`src/rtl/cnt_gate_ctrl.sv`:
```
// cnt_gate_ctrl: measurement-window controller for the filtered event counter.
// Each window clears the counter, opens the count gate for GATE_TICKS cycles,
// lets the counter's input filter drain, then snapshots the count and offers it
// on a valid/ready port together with a wrap flag and a sticky overrun flag.
//
// state      | meaning
// -----------+------------------------------------------------------------
// ST_IDLE    | waiting for i_run; gate closed, counter not cleared
// ST_CLR     | o_cnt_rst high for CLR_CYCLES; wrap flag and sample reg cleared
// ST_GATE    | o_cnt_en high for GATE_TICKS; wrap detection active
// ST_SETTLE  | gate closed for SETTLE_CYCLES so filtered events land; wrap detection active
// ST_SAMPLE  | capture i_cnt into the result holding reg
// ST_LATCH   | hand the result to the output port or flag an overrun
module cnt_gate_ctrl #(
  parameter int CNT_WIDTH     = 8,
  parameter int GATE_TICKS    = 1000,
  parameter int CLR_CYCLES    = 2,
  parameter int SETTLE_CYCLES = 20
) (
  input  logic                 i_clk,
  input  logic                 i_rst,
  input  logic                 i_run,
  input  logic [CNT_WIDTH-1:0] i_cnt,
  output logic                 o_cnt_en,
  output logic                 o_cnt_rst,
  output logic                 o_busy,
  output logic [CNT_WIDTH-1:0] o_data,
  output logic                 o_ovf,
  output logic                 o_valid,
  input  logic                 i_ready,
  output logic                 o_overrun
);

  localparam int GATE_W  = $clog2(GATE_TICKS + 1);
  localparam int AUX_MAX = (CLR_CYCLES > SETTLE_CYCLES) ? CLR_CYCLES : SETTLE_CYCLES;
  localparam int AUX_W   = $clog2(AUX_MAX + 1);

  // Down-counters are loaded with N-1 and the state advances on terminal count 0,
  // so each timed state lasts exactly N cycles.
  localparam logic [GATE_W-1:0] GATE_LOAD   = GATE_W'(GATE_TICKS - 1);
  localparam logic [AUX_W-1:0]  CLR_LOAD    = AUX_W'(CLR_CYCLES - 1);
  localparam logic [AUX_W-1:0]  SETTLE_LOAD = AUX_W'(SETTLE_CYCLES - 1);

  typedef enum logic [2:0] {
    ST_IDLE,
    ST_CLR,
    ST_GATE,
    ST_SETTLE,
    ST_SAMPLE,
    ST_LATCH
  } state_t;

  state_t               state;
  logic [GATE_W-1:0]    gate_tmr;
  logic [AUX_W-1:0]     aux_tmr;
  logic [CNT_WIDTH-1:0] s_cnt;
  logic [CNT_WIDTH-1:0] res;
  logic                 wrap;

  // Window sequencer with registered outputs, wrap detection and output handshake.
  always_ff @(posedge i_clk or posedge i_rst) begin
    if (i_rst) begin
      state     <= ST_IDLE;
      gate_tmr  <= '0;
      aux_tmr   <= '0;
      s_cnt     <= '0;
      res       <= '0;
      wrap      <= 1'b0;
      o_cnt_en  <= 1'b0;
      o_cnt_rst <= 1'b0;
      o_busy    <= 1'b0;
      o_data    <= '0;
      o_ovf     <= 1'b0;
      o_valid   <= 1'b0;
      o_overrun <= 1'b0;
    end else begin
      // Consumer takes the result; LATCH below may reload in the same cycle.
      if (o_valid && i_ready) begin
        o_valid <= 1'b0;
      end

      case (state)
        ST_IDLE: begin
          if (i_run) begin
            state     <= ST_CLR;
            o_cnt_rst <= 1'b1;
            o_busy    <= 1'b1;
            aux_tmr   <= CLR_LOAD;
          end
        end

        ST_CLR: begin
          wrap  <= 1'b0;
          res   <= '0;
          // The counter reads zero once cleared, so the wrap reference starts at zero.
          s_cnt <= '0;
          if (!i_run) begin
            state     <= ST_IDLE;
            o_cnt_rst <= 1'b0;
            o_busy    <= 1'b0;
          end else if (aux_tmr == '0) begin
            state     <= ST_GATE;
            o_cnt_rst <= 1'b0;
            o_cnt_en  <= 1'b1;
            gate_tmr  <= GATE_LOAD;
          end else begin
            aux_tmr <= aux_tmr - 1'b1;
          end
        end

        ST_GATE: begin
          s_cnt <= i_cnt;
          if (i_cnt < s_cnt) begin
            wrap <= 1'b1;
          end
          if (!i_run) begin
            state    <= ST_IDLE;
            o_cnt_en <= 1'b0;
            o_busy   <= 1'b0;
          end else if (gate_tmr == '0) begin
            state    <= ST_SETTLE;
            o_cnt_en <= 1'b0;
            aux_tmr  <= SETTLE_LOAD;
          end else begin
            gate_tmr <= gate_tmr - 1'b1;
          end
        end

        ST_SETTLE: begin
          // Events still in the counter's input filter can wrap it here too.
          s_cnt <= i_cnt;
          if (i_cnt < s_cnt) begin
            wrap <= 1'b1;
          end
          if (aux_tmr == '0) begin
            state <= ST_SAMPLE;
          end else begin
            aux_tmr <= aux_tmr - 1'b1;
          end
        end

        ST_SAMPLE: begin
          res   <= i_cnt;
          state <= ST_LATCH;
        end

        ST_LATCH: begin
          if (!o_valid || i_ready) begin
            o_data  <= res;
            o_ovf   <= wrap;
            o_valid <= 1'b1;
          end else begin
            o_overrun <= 1'b1;
          end
          if (i_run) begin
            state     <= ST_CLR;
            o_cnt_rst <= 1'b1;
            aux_tmr   <= CLR_LOAD;
          end else begin
            state  <= ST_IDLE;
            o_busy <= 1'b0;
          end
        end

        default: begin
          state     <= ST_IDLE;
          o_cnt_en  <= 1'b0;
          o_cnt_rst <= 1'b0;
          o_busy    <= 1'b0;
        end
      endcase
    end
  end

endmodule

```
`config.mk`:
```
export PLATFORM = sky130hd
export DESIGN_NAME = cnt_gate_ctrl
export DESIGN_NICKNAME = d
export VERILOG_FILES = /design/src/rtl/cnt_gate_ctrl.sv
export SDC_FILE = /design/constraint.sdc
export NUM_CORES = 1
export LEC_CHECK = 0
export ABC_AREA = 1
export CORE_ASPECT_RATIO = 2
export CORE_MARGIN = 3
export CORE_UTILIZATION = 35
export DETAILED_ROUTE_END_ITERATION = 8
export REMOVE_ABC_BUFFERS = 1
export SYNTH_ARGS = -nofsm -noshare
export SYNTH_HDL_FRONTEND = slang
export SYNTH_SLANG_ARGS = --single-unit
```
`constraint.sdc`:
```
create_clock -name i_clk -period 3.4 [get_ports i_clk]
set_input_delay 0.85 -clock i_clk [delete_from_list [all_inputs] [get_ports i_clk]]
set_output_delay 0.85 -clock i_clk [all_outputs]
set_load 0.005 [all_outputs]
```
======== Yosys cells after proc, flatten, opt, wreduce, memory -nomap -nowiden ========
Cells that the tools add are included.
cells by class
  $add $sub $neg .......................... 2
  magnitude comparators ................... 1
  equal/unequal tests ..................... 17
  muxes and demuxes ....................... 37
  bitwise gates (word level) .............. 4
  reduce and logical (&&, ||, !) cells .... 25
operator list
  cell                     number
  $mux W10                 4
  $pmux W8 S2              2
  $mux W5                  5
  $pmux W10 S2             1
  $pmux W5 S4              1
  $mux W3                  6
  $pmux W3 S6              1
  $ne A2 B2 Y1 const B     8
  $mux W1                  13
  $logic_not A10 Y1        1
  $reduce_and A5 Y1        2
  $sub A10 B1 Y10 const B  1
  $pmux W1 S3              3
  $lt A8 B8 Y1             1
  $reduce_and A4 Y1        2
  $eq A3 B2 Y1 const B     2
  $eq A3 B3 Y1 const B     2
  $ne A3 B3 Y1 const B     2
  $reduce_and A2 Y1        3
  $reduce_and A3 Y1        2
  $reduce_bool A2 Y1       3
  $reduce_or A2 Y1         3
  $reduce_or A3 Y1         2
  $logic_not A5 Y1         1
  11 further kinds         15
word-level totals
  register bits after elaboration ......... 49
  input bits .............................. 12
  output and inout port bits .............. 14
  logic and storage cells ................. 99

======== Logic depth before layout (Yosys ltp) ========
Gate-level depths: netlist of the first run.
  depth after elaboration ................. 4
  depth in mapped cells ................... 10
  depth with buffers taken out ............ 9

======== Worst setup path before layout of the first run ========
No wires, ideal clock.
  kind .................................... input -> register
  from .................................... in i_ready
  to ...................................... reg o_data[2]
  library setup time ...................... 0.131 ns
  arrival time ............................ 1.512 ns
  data required time ...................... 3.269 ns
  path slack .............................. 1.757 ns
  stages .................................. 6
  path buffers ............................ 1
  cell sequence ........................... inv_1 > nand2_1 > nand4_1 > clkbuf_1 > nand2_1 > o21ai_0
on the way
  cells in the longest elaborated chain, start to end .. 2
RTL lines
  what                         line  source
  start, declared              30    input logic i_ready,
  $logic_or A1 B1 Y1           148   if (!o_valid || i_ready) begin
  $reduce_and A2 Y1 (no line)  --
  end signal, assigned         149   o_data <= res;
  end, declared                27    output logic [CNT_WIDTH-1:0] o_data,
No other way between the ends.
A chain may end at the register's enable or synchronous reset.

======== Final worst setup path of the first run ========
  from .................................... in i_ready
  to ...................................... reg o_data[3]
Same word-level chain as after synthesis.

==> results of run 1 <==
synth_stat cells (all sizes together):
| cell | count | share of area, % |
|---|---|---|
| mux2 | 1 | 0.42 |
| a21oi | 6 | 1.1 |
| o21bai | 1 | 0.28 |
| nor3 | 1 | 0.19 |
| o22ai | 16 | 3.8 |
| nand3 | 25 | 5.8 |
| xor2 | 2 | 0.66 |
| nor2 | 38 | 6.0 |
| a31oi | 1 | 0.24 |
| nand2 | 89 | 14 |
| clkbuf | 1 | 0.14 |
| buf | 2 | 0.61 |
| inv | 53 | 7.7 |
| nand3b | 3 | 0.85 |
| o21ai | 27 | 5.8 |
| nand4 | 6 | 2.0 |
| dfrtp | 49 | 46 |
| ha | 10 | 4.7 |
layer usage:
layer	global-route usage, %	vias to the layer above	share of wire [%]
li1	-	1133	-
met1	14.55	1025	39
met2	28.66	29	56
met3	2.602	7	2.6
met4	6.459	0	2.2
met5	0	-	0
worst reg2reg max path: cells and delay by family (launching register included):
family | cells | cell delay, ps
flops | 1 | 410
buf+inv | 1 | 110
simple gates | 7 | 830
fa+ha+maj | 1 | 220
where the power goes:
part / leakage, nW / total (mW) / switching, mW / internal [mW]
sequential: 0.636 / 0.982 / 0.163 / 0.819
combinational: 0.844 / 1.38 / 0.840 / 0.540
clock: 0.0631 / 0.503 / 0.230 / 0.273
total: 1.54 / 2.87 / 1.23 / 1.63
final timing paths:
kind	from	slack (ps)	end	cells after the start
hold reg to reg	aux_tmr[1]	470	aux_tmr[1]	2
setup / recovery	i_ready	1360	o_data[3]	7
min in group asynchronous	i_rst	760	res[7]	2
hold / removal	aux_tmr[1]	470	aux_tmr[1]	2
max in group asynchronous	i_rst	2060	state[2]	3
setup reg to reg	gate_tmr[0]	1710	aux_tmr[3]	9
flip-flops by register name (all words and copies together), names as in the netlist:
signal	count
aux_tmr	5
o_overrun	1
o_valid	1
o_cnt_rst	1
wrap	1
o_data	8
o_ovf	1
gate_tmr	10
o_busy	1
res	8
s_cnt	8
o_cnt_en	1
state	3
cells by family after synthesis:
logic type / count (synthesis)
and+or+nand+nor: 162
xor gates and xnor gates: 2
muxes: 1
DFF: 49
adders and majority gates: 10
buffers and inverters: 56
AOI/OAI and AO/OA: 51
layout make-up:
| type | instances | area share [%] |
|---|---|---|
| clock buffer | 6 | 4.065 |
| clock inverter | 2 | 0.4736 |
| inverter | 53 | 6.433 |
| multi-input combinational | 226 | 38.12 |
| sequential | 49 | 38.67 |
| tap | 92 | 3.631 |
| timing repair buffer | 28 | 8.603 |
layout by cell type, fill, tap and decap left out, types with 2 or more instances in the layout:
master	n
sky130_fd_sc_hd__nand3b_1	3
sky130_fd_sc_hd__clkdlybuf4s50_1	25
sky130_fd_sc_hd__inv_4	2
sky130_fd_sc_hd__o21ai_2	5
sky130_fd_sc_hd__nand2_2	5
sky130_fd_sc_hd__o21ai_1	3
sky130_fd_sc_hd__nand3_4	2
sky130_fd_sc_hd__a21oi_1	6
sky130_fd_sc_hd__inv_2	4
sky130_fd_sc_hd__buf_4	3
sky130_fd_sc_hd__clkbuf_16	5
sky130_fd_sc_hd__nor2_4	2
sky130_fd_sc_hd__nand4_1	5
sky130_fd_sc_hd__nand2_1	82
sky130_fd_sc_hd__dfrtp_1	49
sky130_fd_sc_hd__nand3_1	22
sky130_fd_sc_hd__inv_1	47
sky130_fd_sc_hd__nand2_4	2
sky130_fd_sc_hd__clkinvlp_4	2
sky130_fd_sc_hd__ha_1	10
sky130_fd_sc_hd__o22ai_1	16
sky130_fd_sc_hd__nor2_1	35
sky130_fd_sc_hd__xor2_1	2
sky130_fd_sc_hd__o21ai_0	19
==> results.yml, run 1 <==
routing:
  final_routed_wirelength_across_all_metal_layers_um: 5817
  routedWlPerCell_um: 12.76
  detail_route.iter0.violations: 95
  detailroute.via_count: 2194
  drt_drc_violations_left: 0
  drtPass1Iterations: 4
  avgViaCountPerCell: 4.811
  post_route_antenna_net_violation_count: 0
floorplanning:
  die_height_um: 129.3
  start_util_pct: 36.31
  io_pins: 26
  rows: 44
  dieWidth_um: 67.63
  fp.coreArea_um2: 7322
  die-area_um2: 8742
layout:
  syn_to_final_growth_pct: 19.25
  multi_input_area_um2: 1209
  num_antenna_cells: 0
  utilization_pct: 43.30
  fillerInstances: 743
  final-instance-count-excl-fill: 456
  layout.nets: 385
  drive_above_1_share_pct: 9.890
  seq_area_um2: 1226
  fin_area_um2: 3171
setup_path:
  critical_path.cell_chain: "clkdlybuf4s50_1 -> inv_1 -> nand2_1 -> nand4_1 -> buf_4 -> nand2_1 -> o21ai_0"
  critPathMostFrequentCell: "sky130_fd_sc_hd__nand2_1"
  timing.critical_path.slowest_stage_cell: "sky130_fd_sc_hd__clkdlybuf4s50_1"
  worstPathBufferInverterCount: 3
  path_delay_family: "buffers and inverters"
  crit_path_max_fanout: 11
  crit_path_start_kind: "primary input"
  critical-path-max-stage-delay_ps: 460
  cp-end-kind: "flip-flop"
  crit_type: "primary input to flip-flop"
  crit_required_ps: 3570
  crit_arrival_ps: 2210
timing:
  timing.hold.ws_ps: 470.5
  finClkSkew_ps: 6.206
  report.final.hold_viol_count: 0
  max_freq_mhz: 489.8
  final.setup.tns_ps: 0
  slew-limit-headroom_pct: 72.36
  max_slew.worst_pin.slew_ps: 413.4
  rsz0062_at_grt: "false"
  number_of_max_slew_violations_in_the_final_report: 0
  final.min_clock_period_ps: 2042
  setup_viol_count_final: 0
  final.setup.worst_slack_ps: 1358
  final.period_utilization_pct: 60.05
placed_design:
  finalWeightedCongestion: 0.8824
  dpl-instance-area_um2: 3027
  io_buffer_count: 25
  place_worst_setup_slack_ps: 1035
  post-dp-hpwl_um: 4571
  dp.cells: 448
flow_run:
  maximum_capacitance_violations: 0
logic_synthesis:
  synth-xor-area-share_pct: 0.6588
  synthesis.yosys.warnings: 0
  synth-simple-area-share_pct: 28.47
  synth.cell_area_um2: 2659
  main_combinational_cell_family_by_area_after_synthesis: "simple AND/OR/NAND/NOR gates"
  muxShareOfSynthArea_pct: 0.4235
  syn-instance-count: 331
  compound_gate_fraction_of_synth_area_pct: 11.20
  seq_area_frac_synth_pct: 46.12
  ys_ff_latch: 49
  synth_adder_area_share_pct: 4.706
  synthesis.area_per_instance_um2: 8.033
  yosysUniqueCellTypes: 30
clock_tree:
  post-cts-setup-buffer-count: 0
  clock_tree_from_tritoncts: "done"
  ctsResizeCount: 0
  cts_stage_hold_buffer_count: 0
  max-clock-path-buffers: 2
  numClockSinks: 49
  clock-root-buffer: "sky130_fd_sc_hd__clkbuf_16"
  cts.clk_slew.worst_paths_ps: 70
  htreeDepth: 2
  insertion_delay_ps: 300
  tritoncts.num_buffers: 5
pwr:
  power_leakage_nw: 1.543
  powerDensity_nw_per_um2: 903.7
  ir_worst_vdd_uv: 273.4
  total_power_mw: 2.865
grt:
  antenna_violations_before_repair: 0
  grt_pass1_vias: 2215
  grt_first_pass_wirelength_um: 9839
  maximum_number_of_pins_on_one_net_before_global_route_repair: 28
  grt.overflow.total: 0
  grt.total_usage_pct: 14.85
worst_hold_path:
  hp-class: "flip-flop to flip-flop"
run_status:
  run_status: "finished, final reports clean"
No activity file was read; power rests on OpenSTA's default activity.
==> inputs of run 2 (changes only) <==
Clock period 3.4 ns to 1.99 ns, I/O delays scaled along.
==> results.yml, run 2 (synthesis gave the netlist of run 1 again) <==
timing:
  final.period_utilization_pct: 83.45
  max_freq_mhz: 602.2
  report.final.hold_viol_count: 0
  final.setup.tns_ps: 0
  number_of_max_slew_violations_in_the_final_report: 0
  rsz0062_at_grt: "false"
  final.min_clock_period_ps: 1661
  timing.hold.ws_ps: 475.1
  max_slew.worst_pin.slew_ps: 387.6
  slew-limit-headroom_pct: 74.10
  finClkSkew_ps: 5.284
  final.setup.worst_slack_ps: 329.4
  setup_viol_count_final: 0
routing:
  detail_route.iter0.violations: 125
  drt_drc_violations_left: 0
  post_route_antenna_net_violation_count: 0
  avgViaCountPerCell: 4.868
  detailroute.via_count: 2215
  drtPass1Iterations: 4
  routedWlPerCell_um: 12.55
  final_routed_wirelength_across_all_metal_layers_um: 5708
setup_path:
  critical-path-max-stage-delay_ps: 510
  reg2reg_setup_slack_ps: 340
  startpoint: "o_cnt_rst"
  crit_required_ps: 1490
  path_delay_family: "buffers and inverters"
  crit_path_start_kind: "flip-flop"
  launching_point_of_the_worst_reg2reg_path: "aux_tmr[0]"
  worstReg2RegEnd: "gate_tmr[4]"
  worstPathBufferInverterCount: 1
  timing.critical_path.slowest_stage_cell: "sky130_fd_sc_hd__clkdlybuf4s50_1"
  critical_path.cell_chain: "clkdlybuf4s50_1"
  crit_arrival_ps: 1160
  cp-end-kind: "primary output"
  critPathCapture: "o_cnt_rst"
  crit_type: "flip-flop to primary output"
  worst-path-stages: 1
  crit_path_max_fanout: 2
  worstRegToRegCells: 9
grt:
  grt_first_pass_wirelength_um: 9729
  maximum_number_of_pins_on_one_net_before_global_route_repair: 38
  grt.overflow.total: 0
  antenna_violations_before_repair: 0
  grt.total_usage_pct: 14.51
  grt_pass1_vias: 2226
layout:
  layout.nets: 384
  drive_above_1_share_pct: 9.917
  mostFrequentLayoutCell: "sky130_fd_sc_hd__nand2_1"
  num_antenna_cells: 0
  fin_area_um2: 3198
  mostFrequentLayoutCells: "82 x sky130_fd_sc_hd__nand2_1, 49 x sky130_fd_sc_hd__dfrtp_1, 47 x sky130_fd_sc_hd__inv_1"
  largest_register_ff_count: 10
  registers.top_by_ff_count: "gate_tmr"
  syn_to_final_growth_pct: 20.28
placed_design:
  dpl-instance-area_um2: 3044
  place_worst_setup_slack_ps: 107.1
  post-dp-hpwl_um: 4397
  io_buffer_count: 25
  finalWeightedCongestion: 0.8486
clock_tree:
  insertion_delay_ps: 290
  cts.clk_slew.worst_paths_ps: 70
  numClockSinks: 49
  max-clock-path-buffers: 2
  clock_tree_from_tritoncts: "done"
  tritoncts.num_buffers: 5
  ctsResizeCount: 0
  clock-root-buffer: "sky130_fd_sc_hd__clkbuf_16"
  cts_stage_hold_buffer_count: 0
  htreeDepth: 2
  post-cts-setup-buffer-count: 0
floorplanning:
  die-area_um2: 8742
  die_height_um: 129.3
  rows: 44
  start_util_pct: 36.31
  dieWidth_um: 67.63
  fp.coreArea_um2: 7322
  io_pins: 26
pwr:
  total_power_mw: 4.943
  powerDensity_nw_per_um2: 1546
  power_leakage_nw: 1.562
  ir_worst_vdd_uv: 614.9
run_status:
  run_status: "finished, final reports clean"
flow_run:
  maximum_capacitance_violations: 0
worst_hold_path:
  hp-class: "primary input to async pin"
run 2: changes by cell type in the layout (fill, tap and decap cells not counted):
| cell | delta |
|---|---|
| sky130_fd_sc_hd__buf_12 | +2 |
| sky130_fd_sc_hd__buf_4 | -3 |
| sky130_fd_sc_hd__clkbuf_1 | -1 |
| sky130_fd_sc_hd__clkinv_4 | +1 |
| sky130_fd_sc_hd__clkinvlp_4 | -2 |
| sky130_fd_sc_hd__inv_6 | +1 |
| sky130_fd_sc_hd__inv_8 | +1 |
run 2: layout make-up:
class / count / area, µm²
clock buffer: 5 / 125.1
clock inverter: 3 / 28.78
multi-input combinational: 226 / 1209
inverter: 53 / 203.9
timing repair buffer: 27 / 290.3
fill: 730 / 4124
sequential: 49 / 1226
tap: 92 / 115.1
run 2: layer usage:
layer	track usage (%)	vias up	share of wire, %
met5	0	-	0
met4	8.493	0	3.3
met3	2.255	19	3.1
met2	25.39	46	54
met1	15.91	1020	39
li1	-	1130	-
run 2: how the worst min path moves through the flow:
stage	from	to	slack (ps)	depth (start not counted)
finish	i_rst	o_cnt_rst	480	2
global placement	o_cnt_en	o_cnt_en	450	2
CTS	i_rst	o_cnt_rst	480	2
global route	i_rst	o_cnt_rst	500	2
floorplan	aux_tmr[1]	aux_tmr[1]	440	2
detailed placement	aux_tmr[1]	aux_tmr[1]	460	2
run 2: per-stage QoR:
stage                     util [%]  instances
final                        43.68        455
after global routing         43.68        455
after CTS                    43.68        455
after detailed placement     41.58        447
after global placement       41.58        447
after floorplan                  -        328
run 2: where the power goes:
| group | internal (mW) | total, mW | switching [mW] |
|---|---|---|---|
| Sequential | 1.40 | 1.68 | 0.277 |
| Combinational | 0.933 | 2.37 | 1.44 |
| Clock | 0.483 | 0.898 | 0.415 |
| Total | 2.81 | 4.94 | 2.13 |
==> inputs of run 3 (changes only) <==
Clock period 1.99 ns to 1.4 ns, I/O delays scaled along.
==> results.yml, run 3 (synthesis gave the netlist of run 1 again) <==
setup_path:
  critical-path-max-stage-delay_ps: 400
  timing.critical_path.slowest_stage_cell: "sky130_fd_sc_hd__dfrtp_1"
  crit_path_start_kind: "flip-flop"
  cp-end-kind: "flip-flop"
  crit_path_max_fanout: 9
  critPathMostFrequentCell: "sky130_fd_sc_hd__nor2_4"
  critical_path.cell_chain: "inv_2 -> ha_4 -> nand2_2 -> nor2_4 -> nor2_4 -> nor2_4 -> buf_6 -> nand2_8 -> nand2_1 -> o21ai_1"
  crit_arrival_ps: 1630
  crit_type: "flip-flop to flip-flop"
  worstRegToRegCells: 10
  crit_required_ps: 1580
timing:
  setup_viol_count_final: 10
  report.final.hold_viol_count: 0
  slew-limit-headroom_pct: 77.12
  rsz0062_at_grt: "true"
  max_freq_mhz: 690.5
  final.period_utilization_pct: 103.4
  max_slew.worst_pin.slew_ps: 342.3
  final.setup.worst_slack_ps: -48.15
  finClkSkew_ps: 8.524
  final.min_clock_period_ps: 1448
  number_of_max_slew_violations_in_the_final_report: 0
clock_tree:
  insertion_delay_ps: 290
  htreeDepth: 2
  clock_tree_from_tritoncts: "done"
  clock-root-buffer: "sky130_fd_sc_hd__clkbuf_16"
  numClockSinks: 49
  tritoncts.num_buffers: 5
  max-clock-path-buffers: 2
  cts_stage_hold_buffer_count: 0
  cts.clk_slew.worst_paths_ps: 70
placed_design:
  place_worst_setup_slack_ps: -262.9
  post-dp-hpwl_um: 4884
  io_buffer_count: 25
  dpl-instance-area_um2: 3427
  dp.cells: 498
  finalWeightedCongestion: 0.8553
routing:
  detailroute.via_count: 2521
  post_route_antenna_net_violation_count: 0
  final_routed_wirelength_across_all_metal_layers_um: 6652
  routedWlPerCell_um: 12.77
  drtPass1Iterations: 4
  detail_route.iter0.violations: 120
  drt_drc_violations_left: 0
  avgViaCountPerCell: 4.839
floorplanning:
  io_pins: 26
  dieWidth_um: 67.63
  die-area_um2: 8742
  rows: 44
  start_util_pct: 36.31
  fp.coreArea_um2: 7322
  die_height_um: 129.3
pwr:
  power_leakage_nw: 1.998
  ir_worst_vdd_uv: 1246
  powerDensity_nw_per_um2: 2282
grt:
  grt.overflow.total: 0
  antenna_violations_before_repair: 0
  grt_pass1_vias: 2638
  grt_first_pass_wirelength_um: 11090
  grt.total_usage_pct: 16.69
  maximum_number_of_pins_on_one_net_before_global_route_repair: 37
layout:
  registers.top_by_ff_count: "gate_tmr"
  fillerInstances: 687
  largest_register_ff_count: 10
  mostFrequentLayoutCell: "sky130_fd_sc_hd__nand2_1"
  drive_above_1_share_pct: 32.17
  final-instance-count-excl-fill: 521
  num_antenna_cells: 0
  layout.nets: 450
  utilization_pct: 53.69
  mostFrequentLayoutCells: "70 x sky130_fd_sc_hd__nand2_1, 60 x sky130_fd_sc_hd__buf_4, 46 x sky130_fd_sc_hd__dfrtp_1"
  syn_to_final_growth_pct: 47.86
  fin_area_um2: 3931
run_status:
  run_status: "complete, but fails checks"
  failed_checks: "setup timing"
flow_run:
  maximum_capacitance_violations: 0
worst_hold_path:
  hp-class: "primary input to async pin"
==> run 3: cell count changes in the layout (fill, tap and decap cells not counted), sizes merged <==
| cell | before | now |
|---|---|---|
| dlymetal6s2s | 0 | 2 |
| inv | 55 | 54 |
| buf | 2 | 67 |
| dlygate4sd2 | 0 | 14 |
| bufinv | 0 | 2 |
| clkdlybuf4s50 | 25 | 9 |
| clkinv | 1 | 0 |
| nand2 | 89 | 90 |
==> run 3: worst paths after layout <==
check / start / end / slack [ps]
max: aux_tmr[1] / gate_tmr[7] / -50
min: i_rst / gate_tmr[8] / 270
max reg2reg: aux_tmr[1] / gate_tmr[7] / -50
min reg2reg: o_data[7] / o_data[7] / 470
max in group asynchronous: i_rst / state[0] / 670
min in group i_clk: i_cnt[1] / res[1] / 390
==> run 3: final cells by class <==
type                            count  area (µm²)  area share (%)
Sequential cell                    49        1230           31.29
Multi-Input combinational cell    227        1390           35.36
Timing Repair Buffer               92       793.3           20.18
Clock buffer                        5       125.1           3.183
Tap cell                           92       115.1           2.928
Clock inverter                      3       68.82           1.750
Inverter                           53       209.0           5.315
==> run 3: metal layers <==
metal  up-vias  part of all wire, %  track usage [%]
met3        18                  2.9            3.122
met1      1187                   36            15.60
met4         0                  3.6            9.809
met2        51                   58            31.65
met5         -                    0                0
li1       1265                    -                -
==> run 3: worst max-delay path: cells and delay by family, from the launching register on <==
| family | cells | cell delay (ps) |
|---|---|---|
| flip-flops | 1 | 400 |
| AND/OR/NAND/NOR | 6 | 510 |
| adder cells (fa/ha/maj) | 1 | 150 |
| buffers and inverters | 2 | 210 |
| AO/OA/AOI/OAI | 1 | 50 |
==> run 3: stage by stage <==
step	setup TNS [ps]	hold slack (ps)	power, mW
6_report	-370.3	274.9	8.971
5_1_grt	-1400	281.8	9.691
2_1_floorplan	-6272	441.9	4.753
3_3_place_gp	-6534	465.1	6.632
3_5_place_dp	-6845	471.8	6.700
4_1_cts	-931.1	276.6	8.636
==> run 3: timing repair <==
action / 4_1_cts / 5_1_grt
endpoints found under the setup margin: 36 / 32
pin swaps: 10 / 20
hold endpoints to repair: 0 / 0
resized for setup: 35 / 37
cloned: 1 / 0
buffers inserted: 11 / 4
==> run 3: power breakdown <==
part / total (mW) / internal, mW / switching [mW]
combinational: 5.04 / 2.38 / 2.66
clock: 1.59 / 1.03 / 0.560
sequential: 2.35 / 2.00 / 0.348
total: 8.97 / 5.40 / 3.57
